<file path="config.mk">
export PLATFORM = sky130hd
export DESIGN_NAME = branch_resolver
export DESIGN_NICKNAME = d
export VERILOG_FILES = /design/src/rtl/branch_resolver.sv
export SDC_FILE = /design/constraint.sdc
export NUM_CORES = 1
export LEC_CHECK = 0
export ABC_AREA = 1
export CAP_MARGIN = 20
export CORE_ASPECT_RATIO = 1.25
export CORE_MARGIN = 2
export CORE_UTILIZATION = 40
export DETAILED_ROUTE_END_ITERATION = 8
export GPL_TIMING_DRIVEN = 0
export PLACE_DENSITY = 0.75
export SLEW_MARGIN = 25
export SYNTH_ARGS = -nofsm -noshare
export SYNTH_HDL_FRONTEND = slang
export SYNTH_SLANG_ARGS = --single-unit
</file>
<file path="constraint.sdc">
create_clock -name clk -period 1.8 [get_ports clk]
set_input_delay 0.36 -clock clk [delete_from_list [all_inputs] [get_ports clk]]
set_output_delay 0.36 -clock clk [all_outputs]
set_load 0.05 [all_outputs]
</file>
<file path="src/rtl/branch_resolver.sv">
// branch_resolver: resolution end of the branch-prediction loop.
// Holds 1-bit predictions in a FIFO until execution resolves them, returns the
// actual outcome as the predictor update, and raises mispredict/flush toward fetch.
// Optional statistics counters are built only when BRANCH_RESOLVER_STATS_EN is defined;
// otherwise br_cnt and miss_cnt are tied to zero.
module branch_resolver #(
  parameter int unsigned DEPTH     = 4,
  parameter int unsigned FLUSH_CYC = 2,
  parameter int unsigned CNT_W     = 16
) (
  input  logic             clk,
  input  logic             reset,
  input  logic             br_valid,
  input  logic             predict,
  input  logic             res_valid,
  input  logic             res_taken,
  output logic             taken,
  output logic             upd_valid,
  output logic             mispredict,
  output logic             flush,
  output logic             full,
  output logic             empty,
  output logic [CNT_W-1:0] br_cnt,
  output logic [CNT_W-1:0] miss_cnt
);

  localparam int unsigned AW = $clog2(DEPTH);
  localparam int unsigned FW = (FLUSH_CYC > 1) ? $clog2(FLUSH_CYC) : 1;

  typedef enum logic [1:0] {
    ST_EMPTY,
    ST_TRACK,
    ST_FLUSH
  } state_t;

  state_t        state;
  state_t        state_nxt;
  logic [FW-1:0] flush_cnt;
  logic [FW-1:0] flush_cnt_nxt;

  logic [AW:0]   wr_ptr;
  logic [AW:0]   rd_ptr;
  logic [AW:0]   wr_ptr_nxt;
  logic [AW:0]   rd_ptr_nxt;
  logic [AW:0]   occ;
  logic          mem [DEPTH];

  logic          head;
  logic          pop;
  logic          push;
  logic          miss_now;

  // Pointer-derived status; the extra MSB separates full from empty.
  assign empty = (wr_ptr == rd_ptr);
  assign full  = (wr_ptr[AW] != rd_ptr[AW]) &&
                 (wr_ptr[AW-1:0] == rd_ptr[AW-1:0]);
  assign occ   = wr_ptr - rd_ptr;
  assign head  = mem[rd_ptr[AW-1:0]];
  assign flush = (state == ST_FLUSH);

  // A pop makes room, so a push into a full FIFO is allowed in the same cycle.
  // A miss discards the same-cycle push: it is on the wrong path.
  always_comb begin
    pop      = res_valid && !empty && (state != ST_FLUSH);
    miss_now = pop && (head ^ res_taken);
    push     = br_valid && (!full || pop) && (state != ST_FLUSH) && !miss_now;
  end

  // Next pointer values; a mispredict empties the whole FIFO.
  always_comb begin
    wr_ptr_nxt = wr_ptr;
    rd_ptr_nxt = rd_ptr;
    if (miss_now) begin
      wr_ptr_nxt = '0;
      rd_ptr_nxt = '0;
    end else begin
      if (push) wr_ptr_nxt = wr_ptr + (AW+1)'(1);
      if (pop)  rd_ptr_nxt = rd_ptr + (AW+1)'(1);
    end
  end

  // Next-state logic; the flush down-counter is loaded on entry to ST_FLUSH.
  always_comb begin
    state_nxt     = state;
    flush_cnt_nxt = flush_cnt;
    case (state)
      ST_EMPTY: begin
        if (push) state_nxt = ST_TRACK;
      end
      ST_TRACK: begin
        if (miss_now) begin
          state_nxt     = ST_FLUSH;
          flush_cnt_nxt = FW'(FLUSH_CYC - 1);
        end else if (pop && !push && (occ == (AW+1)'(1))) begin
          state_nxt = ST_EMPTY;
        end
      end
      ST_FLUSH: begin
        if (flush_cnt == '0) state_nxt = ST_EMPTY;
        else                 flush_cnt_nxt = flush_cnt - FW'(1);
      end
      default: state_nxt = ST_EMPTY;
    endcase
  end

  // State, flush counter and FIFO pointers.
  always_ff @(posedge clk) begin
    if (!reset) begin
      state     <= ST_EMPTY;
      flush_cnt <= '0;
      wr_ptr    <= '0;
      rd_ptr    <= '0;
    end else begin
      state     <= state_nxt;
      flush_cnt <= flush_cnt_nxt;
      wr_ptr    <= wr_ptr_nxt;
      rd_ptr    <= rd_ptr_nxt;
    end
  end

  // Prediction storage; contents are don't-care while the pointers mark them empty.
  always_ff @(posedge clk) begin
    if (push) mem[wr_ptr[AW-1:0]] <= predict;
  end

  // Registered predictor update, one clock after the resolving res_valid.
  always_ff @(posedge clk) begin
    if (!reset) begin
      upd_valid  <= 1'b0;
      taken      <= 1'b0;
      mispredict <= 1'b0;
    end else begin
      upd_valid  <= pop;
      mispredict <= miss_now;
      if (pop) taken <= res_taken;
    end
  end

`ifdef BRANCH_RESOLVER_STATS_EN
  logic [CNT_W-1:0] br_cnt_q;
  logic [CNT_W-1:0] miss_cnt_q;

  // Saturating resolve and miss counters.
  always_ff @(posedge clk) begin
    if (!reset) begin
      br_cnt_q   <= '0;
      miss_cnt_q <= '0;
    end else begin
      if (pop && (br_cnt_q != '1))        br_cnt_q   <= br_cnt_q + CNT_W'(1);
      if (miss_now && (miss_cnt_q != '1)) miss_cnt_q <= miss_cnt_q + CNT_W'(1);
    end
  end

  assign br_cnt   = br_cnt_q;
  assign miss_cnt = miss_cnt_q;
`else
  assign br_cnt   = '0;
  assign miss_cnt = '0;
`endif

  // Structural invariants of the FIFO/FSM pairing.
  a_full_not_empty: assert property (@(posedge clk) disable iff (!reset)
    !(full && empty));
  a_flush_is_empty: assert property (@(posedge clk) disable iff (!reset)
    (state == ST_FLUSH) |-> empty);
  a_occ_bound: assert property (@(posedge clk) disable iff (!reset)
    occ <= (AW+1)'(DEPTH));
  a_empty_state: assert property (@(posedge clk) disable iff (!reset)
    (state == ST_EMPTY) |-> empty);

endmodule
</file>
==> flow_metrics.py <==
metrics = {
    "synth": {
        "synth-xor-area-share_pct": 0,
        "synth.distinct_cells": 24,
        "synth_fa_ha_area_share_pct": 9.08,
        "synth-seq-area-share_pct": 33.8,
        "syn_area_sq_um": 1180,
        "syn_inst": 151,
        "synthMuxAreaShare_pct": 0,
        "syn_avg_cell_area_sq_um": 7.85,
        "synth-compound-area-share_pct": 6.34,
        "synth_top_family_by_area": "buffers and inverters",
        "synth-simple-area-share_pct": 22.6,
        "yosys_register_bits": 18,
        "synth_warnings": 0,
    },
    "pwr": {
        "p_clk_share_pct": 17.7,
        "power_uw": 1430,
        "internal_power_uw": 820,
        "power.share.combinational_pct": 47.8,
        "ir_drop_mv": 0.656,
        "switching_share_pct": 42.7,
        "p_per_area_nw_per_um2": 900,
        "power_switching_uw": 612,
        "power_frac_seq_pct": 34.5,
        "leakage_uw": 0.000866,
    },
    "sta": {
        "skew_ns": 0.00194,
        "worstMarginPinSlew_ns": 0.499,
        "slew_violations": 0,
        "fin_crit_ns": 1.75,
        "finalCritPeriodShare_pct": 97.1,
        "final-setup-viol-count": 0,
        "hold_violations": 0,
        "tns_ns": 0,
        "rsz0062_at_grt": "true",
        "max_freq_mhz": 572,
        "slew_headroom_pct": 66.7,
    },
    "clocking": {
        "cts_tree": "yes",
        "clock_latency_ns": 0.30,
        "cts_buffers": 3,
        "cts.clk_slew.worst_paths_ns": 0.10,
        "cts_num_sinks": 18,
        "cts_root_buf": "clkbuf_4",
        "htreeDepth": 1,
        "cts_buffer_depth": 2,
    },
    "finish": {
        "syn2layout_area_growth_pct": 34.3,
        "antenna_cells": 0,
        "post-route-util_pct": 55.1,
        "final-instance-count-excl-fill": 238,
        "nets": 217,
        "final_layout_size_suffix_gt1_share_pct": 32.2,
    },
    "flow_run": {
        "maxCapViolCount": 0,
    },
    "floorplanning": {
        "die_h_um": 64.9,
        "fp-row-count": 22,
        "die_w_um": 52.7,
        "core_sq_um": 2890,
        "die_area_sq_um": 3420,
        "io_pins": 44,
        "start_util_pct": 41.0,
    },
    "worst_setup_path": {
        "cp-end-kind": "register",
        "cp_max_fo": 4,
        "worstPathArrival_ns": 1.95,
        "critPathKind": "register to register",
        "crit_required_ns": 2.01,
        "start_kind": "register",
    },
    "route": {
        "wl_per_cell_um": 8.13,
        "vias": 930,
        "drtPass1Iterations": 3,
        "drc": 0,
        "postRouteAntennaNets": 0,
        "vias_per_cell": 3.91,
        "drt_wl_total_um": 1930,
        "drt_iter0_drc": 7,
    },
    "placed_design": {
        "gp_congestion": 0.743,
        "post-place-cells": 229,
        "dp_hpwl_um": 1510,
        "port_buffers": 11,
    },
    "global_routing": {
        "antenna_found_initial": 0,
        "grt_max_degree": 11,
        "grt_pass1_wl_um": 3240,
        "gr-total-overflow": 0,
        "track_usage_pct": 13.0,
        "grt_pass1_vias": 831,
    },
    "worst_hold_path": {
        "hold_path.class": "register to register",
    },
    "status": {
        "outcome": "finished clean",
    },
}
[cells by family (layout without fill, tap and decap cells)]
family | count (synthesis) | after routing
AOI/OAI and AO/OA | 12 | 12
adders and majority gates | 8 | 8
buffers and inverters | 56 | 76
DFF | 18 | 18
other | 1 | 32
and+or+nand+nor | 56 | 56
[metrics by stage]
step,setup slack [ns],hold slack [ns],cell area (sq um)
after floorplan,0.0109,0.444,1310
after global placement,-0.455,0.456,1460
after detailed placement,-0.454,0.462,1460
after CTS,-0.00114,0.479,1540
after global routing,-0.124,0.507,1590
final,0.0524,0.472,1590
[placed cells by master (no fill, tap or decap)]
master,instances
a31oi_1,1
ha_4,2
dfxtp_1,10
buf_6,2
clkdlybuf4s50_1,5
buf_4,37
fa_1,1
inv_4,2
nor2_1,15
nand2_4,3
nand2_1,25
nand2_2,3
o21ai_0,2
or2_1,1
inv_2,4
a21oi_4,1
clkdlybuf4s15_1,1
dlygate4sd2_1,1
a21oi_1,7
nor3b_2,1
dlymetal6s2s_1,2
conb_1,32
a211oi_1,1
nor3_1,1
nand3_4,1
nor3b_1,1
clkbuf_8,1
inv_1,18
ha_1,5
clkbuf_4,3
nand3_1,4
dfxtp_2,2
dfxtp_4,2
nor2_4,1
edfxtp_1,4
[routing by layer]
layer | routed length [um] | up-vias | share of wire [%] | global-route usage, %
met5 | 0 | - | 0 | 0
met4 | 61 | 0 | 3.2 | 9.62
met3 | 113 | 5 | 5.8 | 2.30
met2 | 1050 | 31 | 54 | 24.1
met1 | 707 | 394 | 37 | 12.1
li1 | - | 500 | - | -
[critical path: stages, from the launching register on]
cell     delay (ns)
dfxtp_4        0.39
inv_1          0.10
fa_1           0.55
inv_1          0.04
nor2_1         0.07
nand2_1        0.05
nor2_1         0.08
nand3_1        0.07
nand2_1        0.06
nor2_1         0.04
a31oi_1        0.14
nor2_1         0.05
[power groups by stage]
| stage | clock [uW] | sequential, uW | combinational, uW |
|---|---|---|---|
| after floorplan | 0 | 528 | 473 |
| after global placement | 0 | 497 | 601 |
| after detailed placement | 0 | 499 | 608 |
| after CTS | 263 | 493 | 651 |
| after global routing | 280 | 500 | 748 |
| final | 254 | 494 | 685 |
[Yosys cell counts (all sizes together)]
cell type / n / share of area (%)
a211oi: 1 / 0.63
a21oi: 8 / 4.3
a31oi: 1 / 0.53
buf: 32 / 20
conb: 1 / 0.32
dfxtp: 14 / 24
edfxtp: 4 / 10
fa: 1 / 1.7
ha: 7 / 7.4
inv: 24 / 7.6
nand2: 31 / 12
nand3: 5 / 3.2
nor2: 16 / 5.3
nor3: 1 / 0.42
nor3b: 2 / 1.7
o21ai: 2 / 0.84
or2: 1 / 0.53
[worst paths after layout]
| check | start | end | slack, ns | depth (start not counted) |
|---|---|---|---|---|
| worst max-delay path | wr_ptr[1]$_SDFFE_PP0P_ | state[0]$_SDFFE_PN0P_ | 0.05 | 11 |
| worst min-delay path | flush_cnt$_SDFFE_PN0P_ | flush_cnt$_SDFFE_PN0P_ | 0.47 | 2 |
| worst max register to register | wr_ptr[1]$_SDFFE_PP0P_ | state[0]$_SDFFE_PN0P_ | 0.05 | 11 |
| worst min register to register | flush_cnt$_SDFFE_PN0P_ | flush_cnt$_SDFFE_PN0P_ | 0.47 | 2 |
[what timing repair did]
item | 4_1_cts | 5_1_grt
hold endpoints to repair | 0 | 0
buffers inserted | 2 | 3
gates cloned | 0 | 0
endpoints found under the setup margin | 19 | 6
hold buffers | 0 | 0
pin swaps | 1 | 2
resized for setup | 28 | 8
[cell type report]
type,instances,area (sq um)
Sequential cell,18,410
Fill cell,281,1300
Buffer,32,240
Tap cell,36,45.0
Clock buffer,4,36.3
Inverter,24,95.1
Timing Repair Buffer,16,154
Multi-Input combinational cell,108,611
No activity file was read; power rests on OpenSTA's default activity.
